==> config.mk <==
export PLATFORM = sky130hd
export DESIGN_NAME = video_mixer
export DESIGN_NICKNAME = d
export VERILOG_FILES = /design/src/rtl/video_mixer_pkg.sv /design/src/rtl/sync_delay.sv /design/src/rtl/video_mixer.sv
export SDC_FILE = /design/constraint.sdc
export NUM_CORES = 1
export LEC_CHECK = 0
export BUFFER_PORTS_ARGS = -buffer_cell sky130_fd_sc_hd__buf_2
export CAP_MARGIN = 5
export CORE_AREA = 2 2 69 71
export DETAILED_ROUTE_END_ITERATION = 8
export DIE_AREA = 0 0 71 73
export HOLD_SLACK_MARGIN = 0.06
export PLACE_DENSITY = 0.57
export SYNTH_ARGS = -nofsm -noshare
export SYNTH_HDL_FRONTEND = slang
export SYNTH_SLANG_ARGS = --single-unit
export TNS_END_PERCENT = 30
==> constraint.sdc <==
create_clock -name clk -period 1.9 [get_ports clk]
set_input_delay 0.285 -clock clk [delete_from_list [all_inputs] [get_ports clk]]
set_output_delay 0.285 -clock clk [all_outputs]
set_load 0.01 [all_outputs]
==> src/rtl/video_mixer_pkg.sv <==
// Shared video constants: pixel format, display geometry, transparency code
// and the blink FSM state encoding used by the mixer.
package video_mixer_pkg;

  localparam int PIXEL_W     = 8;   // RRRGGGBB
  localparam int H_ACTIVE    = 640;
  localparam int V_ACTIVE    = 480;
  localparam int FRAME_CNT_W = 6;   // blink frame counter width (1-63 frames)

  localparam logic [PIXEL_W-1:0] TRANSPARENT_CODE = 8'h00;
  localparam logic [PIXEL_W-1:0] BLACK            = 8'h00;

  typedef enum logic [1:0] {
    IDLE = 2'd0,
    SHOW = 2'd1,
    HIDE = 2'd2
  } blink_state_e;

  // A layer pixel is drawn only when it differs from the see-through code.
  function automatic logic is_opaque(input logic [PIXEL_W-1:0] px,
                                     input logic [PIXEL_W-1:0] see_through);
    return px != see_through;
  endfunction

endpackage

==> src/rtl/sync_delay.sv <==
// N-deep single-bit shift register with a configurable reset value; used to
// line timing and control signals up with ROM-delayed pixel data.
module sync_delay #(
  parameter int   N       = 1,
  parameter logic RST_VAL = 1'b0
) (
  input  logic clk,
  input  logic reset,
  input  logic d,
  output logic q
);

  logic [N-1:0] stage_q;

  generate
    if (N == 1) begin : g_single
      // Single stage: plain register.
      always_ff @(posedge clk) begin
        if (reset) stage_q <= RST_VAL;
        else       stage_q <= d;
      end
    end else begin : g_chain
      // Multi-stage: shift towards the MSB, MSB is the oldest sample.
      always_ff @(posedge clk) begin
        if (reset) stage_q <= {N{RST_VAL}};
        else       stage_q <= {stage_q[N-2:0], d};
      end
    end
  endgenerate

  assign q = stage_q[N-1];

endmodule

==> src/rtl/video_mixer.sv <==
// Three-layer VGA compositor (maze, player icon, success splash) with a
// frame-counted blink FSM that gates the splash after the game is won.
module video_mixer
  import video_mixer_pkg::*;
#(
  parameter int                 ROM_LAT     = 1,
  parameter logic [PIXEL_W-1:0] TRANSPARENT = TRANSPARENT_CODE,
  parameter int                 BLINK_ON    = 32,
  parameter int                 BLINK_OFF   = 16
) (
  input  logic               clk,
  input  logic               reset,
  input  logic               hsync_in,
  input  logic               vsync_in,
  input  logic               video_on_in,
  input  logic               gameover,
  input  logic [PIXEL_W-1:0] bg_pixel,
  input  logic [PIXEL_W-1:0] icon_pixel,
  input  logic [PIXEL_W-1:0] splash_pixel,
  output logic               splash_en,
  output logic [PIXEL_W-1:0] rgb,
  output logic               hsync,
  output logic               vsync
);

  localparam logic [FRAME_CNT_W-1:0] ON_LAST  = FRAME_CNT_W'(BLINK_ON - 1);
  localparam logic [FRAME_CNT_W-1:0] OFF_LAST = FRAME_CNT_W'(BLINK_OFF - 1);

  // Delay-line lanes: 0=hsync, 1=vsync, 2=video_on, 3=splash_en.
  localparam logic [3:0] DLY_RST = 4'b0011;

  blink_state_e             state_q;
  logic [FRAME_CNT_W-1:0]   frame_cnt_q;
  logic                     splash_en_q;
  logic                     vsync_prev_q;
  logic                     frame_tick;
  logic [3:0]               dly_in;
  logic [3:0]               dly_out;
  logic [PIXEL_W-1:0]       rgb_d;
  logic [PIXEL_W-1:0]       rgb_q;
  logic                     hsync_q;
  logic                     vsync_q;

  // Registered vsync copy; the rising edge marks the end of the sync pulse.
  always_ff @(posedge clk) begin
    if (reset) vsync_prev_q <= 1'b1;
    else       vsync_prev_q <= vsync_in;
  end

  assign frame_tick = vsync_in & ~vsync_prev_q;

  // Blink FSM: only reacts at frame boundaries so the splash never tears.
  always_ff @(posedge clk) begin
    if (reset) begin
      state_q     <= IDLE;
      frame_cnt_q <= '0;
      splash_en_q <= 1'b0;
    end else if (frame_tick) begin
      if (!gameover) begin
        // Losing the win condition overrides any pending SHOW/HIDE change.
        state_q     <= IDLE;
        frame_cnt_q <= '0;
        splash_en_q <= 1'b0;
      end else begin
        case (state_q)
          IDLE: begin
            state_q     <= SHOW;
            frame_cnt_q <= '0;
            splash_en_q <= 1'b1;
          end
          SHOW: begin
            if (frame_cnt_q == ON_LAST) begin
              state_q     <= HIDE;
              frame_cnt_q <= '0;
              splash_en_q <= 1'b0;
            end else begin
              frame_cnt_q <= frame_cnt_q + 1'b1;
              splash_en_q <= 1'b1;
            end
          end
          HIDE: begin
            if (frame_cnt_q == OFF_LAST) begin
              state_q     <= SHOW;
              frame_cnt_q <= '0;
              splash_en_q <= 1'b1;
            end else begin
              frame_cnt_q <= frame_cnt_q + 1'b1;
              splash_en_q <= 1'b0;
            end
          end
          default: begin
            state_q     <= IDLE;
            frame_cnt_q <= '0;
            splash_en_q <= 1'b0;
          end
        endcase
      end
    end
  end

  assign dly_in = {splash_en_q, video_on_in, vsync_in, hsync_in};

  // Align timing and splash gating with the ROM read latency.
  generate
    for (genvar gi = 0; gi < 4; gi++) begin : g_dly
      sync_delay #(
        .N      (ROM_LAT),
        .RST_VAL(DLY_RST[gi])
      ) u_sync_delay (
        .clk  (clk),
        .reset(reset),
        .d    (dly_in[gi]),
        .q    (dly_out[gi])
      );
    end
  endgenerate

  // Layer priority: splash over icon over maze, black outside the visible area.
  always_comb begin
    rgb_d = BLACK;
    if (dly_out[2]) begin
      if (dly_out[3] && is_opaque(splash_pixel, TRANSPARENT)) rgb_d = splash_pixel;
      else if (is_opaque(icon_pixel, TRANSPARENT))           rgb_d = icon_pixel;
      else                                                    rgb_d = bg_pixel;
    end
  end

  // Final output register shared by pixel and sync outputs.
  always_ff @(posedge clk) begin
    if (reset) begin
      rgb_q   <= BLACK;
      hsync_q <= 1'b1;
      vsync_q <= 1'b1;
    end else begin
      rgb_q   <= rgb_d;
      hsync_q <= dly_out[0];
      vsync_q <= dly_out[1];
    end
  end

  assign splash_en = splash_en_q;
  assign rgb       = rgb_q;
  assign hsync     = hsync_q;
  assign vsync     = vsync_q;

endmodule

==> run_results.csv <==
group,metric,value,unit
grt,top_usage_layer,"met2",
setup_path,r2r_cells,5,
setup_path,worstSetupEndpointType,"flip-flop",
setup_path,worstPathCellList,"inv_1, ha_1, o211ai_1, a21oi_2, a311o_1",
floorplan,core,4540,um2
cells_and_area,fin_cells,223,
routing,wirelength,2.57,mm
cts,insertion_delay,0.26,ns
power,p_leak,0.597,nW
sta,finalWorstPathRequiredPeriod,1.67,ns
worst_hold_path,hp-class,"input port to flip-flop",
logic_synthesis,synth_top_cell_area_share,40.1,%
setup_path,max_stage_delay,0.41,ns
logic_synthesis,synthFlopType,"dfxtp_1",
sta,worst_slack,0.228,ns
grt,grt_pass1_wl,4.45,mm
grt,grt_max_degree,21,
setup_path,rr_endpoint,"frame_cnt_q[5]",
logic_synthesis,synth_seq_area_share,40.1,%
sta,worst_pin_slew,0.423,ns
setup_path,path_delay_family,"compound AO/OA/AOI/OAI gates",
placed_design,place_inst,219,
grt,met3_usage,3.18,%
grt,antenna_found_initial,0,
setup_path,path_buf_inv,1,
sta,rsz0062_at_grt,"false",
setup_path,crit_type,"flip-flop to flip-flop",
logic_synthesis,yosysWarnings,0,
cts,cts_buffer_depth,2,
cells_and_area,nNetsFinal,206,
logic_synthesis,ys_ff_latch,23,
routing,via_per_inst,4.77,
worst_hold_path,hold_path_depth,2,
setup_path,timing.rr.start,"state_q[0]",
sta,tns,0,ns
grt,met1_usage,13.2,%
sta,finalMaxSlewViolations,0,
flow_run,drv_cap,0,
power,p_per_area,622,nW/um2
floorplan,die-area,5180,um2
routing,vias,1063,
placed_design,gp_congestion,0.749,
worst_hold_path,hold-path-endpoint,"g_dly[0].u_sync_delay.q",
setup_path,arrival,1.83,ns
worst_hold_path,hp-start,"hsync_in",
routing,antenna_left,0,
logic_synthesis,syn_area,1150,um2
cts,cts_root_buffer,"clkbuf_8",
cts,cts.sinks,23,
routing,drc,0,
floorplan,die_width,71,um
placed_design,place_hpwl,2.00,mm
setup_path,crit_path_max_fanout,6,
logic_synthesis,synth_top_area_cell,"dfxtp_1",
sta,slew_headroom,71.7,%
grt,grtUsageTotal,10.6,%
cts,hold_buffers,0,
floorplan,ios,41,
logic_synthesis,syn_nets,166,
logic_synthesis,synth_area_per_cell,8.83,um2
logic_synthesis,synthCells,130,
grt,use_met2,18.3,%
setup_path,required,2.06,ns
grt,grt_remaining_overflow,0,
floorplan,start_util,25.3,%
cts,cts_tree,"done",
floorplan,rows,25,
logic_synthesis,synthTopCellsByArea,"dfxtp_1 (40%), ha_1 (6.5%), a211oi_1 (5.2%), nor3_1 (4.4%), nor2_1 (3.6%)",
placed_design,pre_cts_ws,0.189,ns
logic_synthesis,synth-async-reset-ratio,0,%
placed_design,io_buffers,40,
cells_and_area,diodes,0,
logic_synthesis,synth-edff-count,0,
routing,drt_pass1_iterations,4,
cells_and_area,area_delta_synth_final,26.0,%
cells_and_area,drive_above_1_share,32.5,%
logic_synthesis,synthDistinctLibCells,37,
grt,grt_pass1_vias,987,
setup_path,r2r_slack,0.23,ns
cts,cts_buffers,3,
sta,final.setup_skew,0.00166,ns
sta,finalHoldViolations,0,
power,vdd_drop_max,223,uV
setup_path,critPathLaunchType,"flip-flop",
routing,drt_iter0_markers,42,
routing,wl_per_cell,11.5,um
cts,cts.clk_slew.worst_paths,0.08,ns
outcome,status,"finished clean",
sta,setup_viol,0,
cts,h-tree-depth,1,
sta,min_period_over_period,88.0,%
sta,fmax,598,MHz
floorplan,die_h,73,um
setup_path,slowest_stage,"dfxtp_1",
[cells in the mapped netlist (all sizes together), types with 2 or more instances]
library cell  number
a211oi             8
a21o               2
a21oi              8
buf                2
clkbuf             3
dfxtp             23
ha                 6
inv                4
nand2              6
nand2b             2
nand3              5
nor2              12
nor2b              6
nor3              10
o211ai             4
o21a               2
o21ai              5
or2                5
or4                4
[registers in the layout, indices dropped and copies added (netlist names)]
register,count
rgb,8
frame_cnt_q,6
g_dly.u_sync_delay.q,4
state_q,2
hsync,1
splash_en,1
vsync,1
[per-layer routing]
layer,routed length (um),up-vias,share of wire (%)
li1,-,554,-
met1,1140,464,44
met2,1180,43,46
met3,230,2,9.0
met4,18,0,0.70
met5,0,-,0
[power breakdown]
part           switching [W]  leakage [nW]  internal [W]
registers         0.00000398         0.187      0.000493
logic              0.0000488         0.384     0.0000448
clock network       0.000161        0.0255      0.000146
total               0.000214         0.597      0.000685
[timing repair]
action	CTS	global route
resized for setup	0	1
setup endpoints to repair	0	2
buffers inserted	0	0
[worst reg2reg max path: cells and delay by family (launching register included)]
kind | cells | cell delay [ns]
buffers and inverters | 1 | 0.10
AO/OA/AOI/OAI | 3 | 0.78
flip-flops | 1 | 0.41
adder cells (fa/ha/maj) | 1 | 0.27
[how the worst max path moves through the flow]
| stage | slack, ns | start | endpoint | depth (start not counted) |
|---|---|---|---|---|
| 4_1_cts | 0.18 | state_q[0] | frame_cnt_q[3] | 6 |
| 3_3_place_gp | 0.21 | splash_pixel[4] | rgb[4] | 5 |
| 2_1_floorplan | 0.41 | state_q[0] | frame_cnt_q[5] | 5 |
| 6_report | 0.23 | state_q[0] | frame_cnt_q[5] | 5 |
| 3_5_place_dp | 0.19 | state_q[0] | frame_cnt_q[3] | 6 |
| 5_1_grt | 0.04 | state_q[0] | frame_cnt_q[0] | 6 |
[final cells by class]
type | count | area, um2
clock buffers | 3 | 41.3
clock inverters | 1 | 5.00
fillers | 489 | 3090
inverters | 4 | 15.0
multi-input cells | 98 | 656
flip-flops and latches | 23 | 460
well taps | 54 | 67.6
repair buffers | 40 | 200
[cells in the final DEF (no fill, tap or decap), drive strengths merged, types with 2 or more instances in the layout]
master	synthesis	layout
buf	2	40
dfxtp	23	23
nor2	12	12
nor3	10	10
a211oi	8	8
a21oi	8	8
nor2b	6	6
nand2	6	6
ha	6	6
or2	5	5
nand3	5	5
o21ai	5	5
inv	4	4
o211ai	4	4
or4	4	4
clkbuf	3	3
nand2b	2	2
a21o	2	2
o21a	2	2
[kinds of logic after synthesis]
kind of cell / after synthesis / share of synthesized area, %
muxes: 1 / 0.872
and+or+nand+nor: 58 / 29.1
AOI/OAI and AO/OA: 33 / 20.3
DFF: 23 / 40.1
buffers and inverters: 9 / 3.05
adders and majority gates: 6 / 6.54
[through the flow]
| stage | hold slack, ns | util, % | area (um2) | power (W) |
|---|---|---|---|---|
| finish | 0.195 | 31.9 | 1450 | 0.000899 |
| global route | 0.194 | 31.9 | 1450 | 0.000952 |
| CTS | 0.184 | 31.8 | 1440 | 0.000920 |
| detailed placement | 0.399 | 30.8 | 1400 | 0.000603 |
| global placement | 0.397 | 30.8 | 1400 | 0.000604 |
| floorplan | 0.389 | - | 1150 | 0.000553 |
Power figures use the tool's default switching activity.
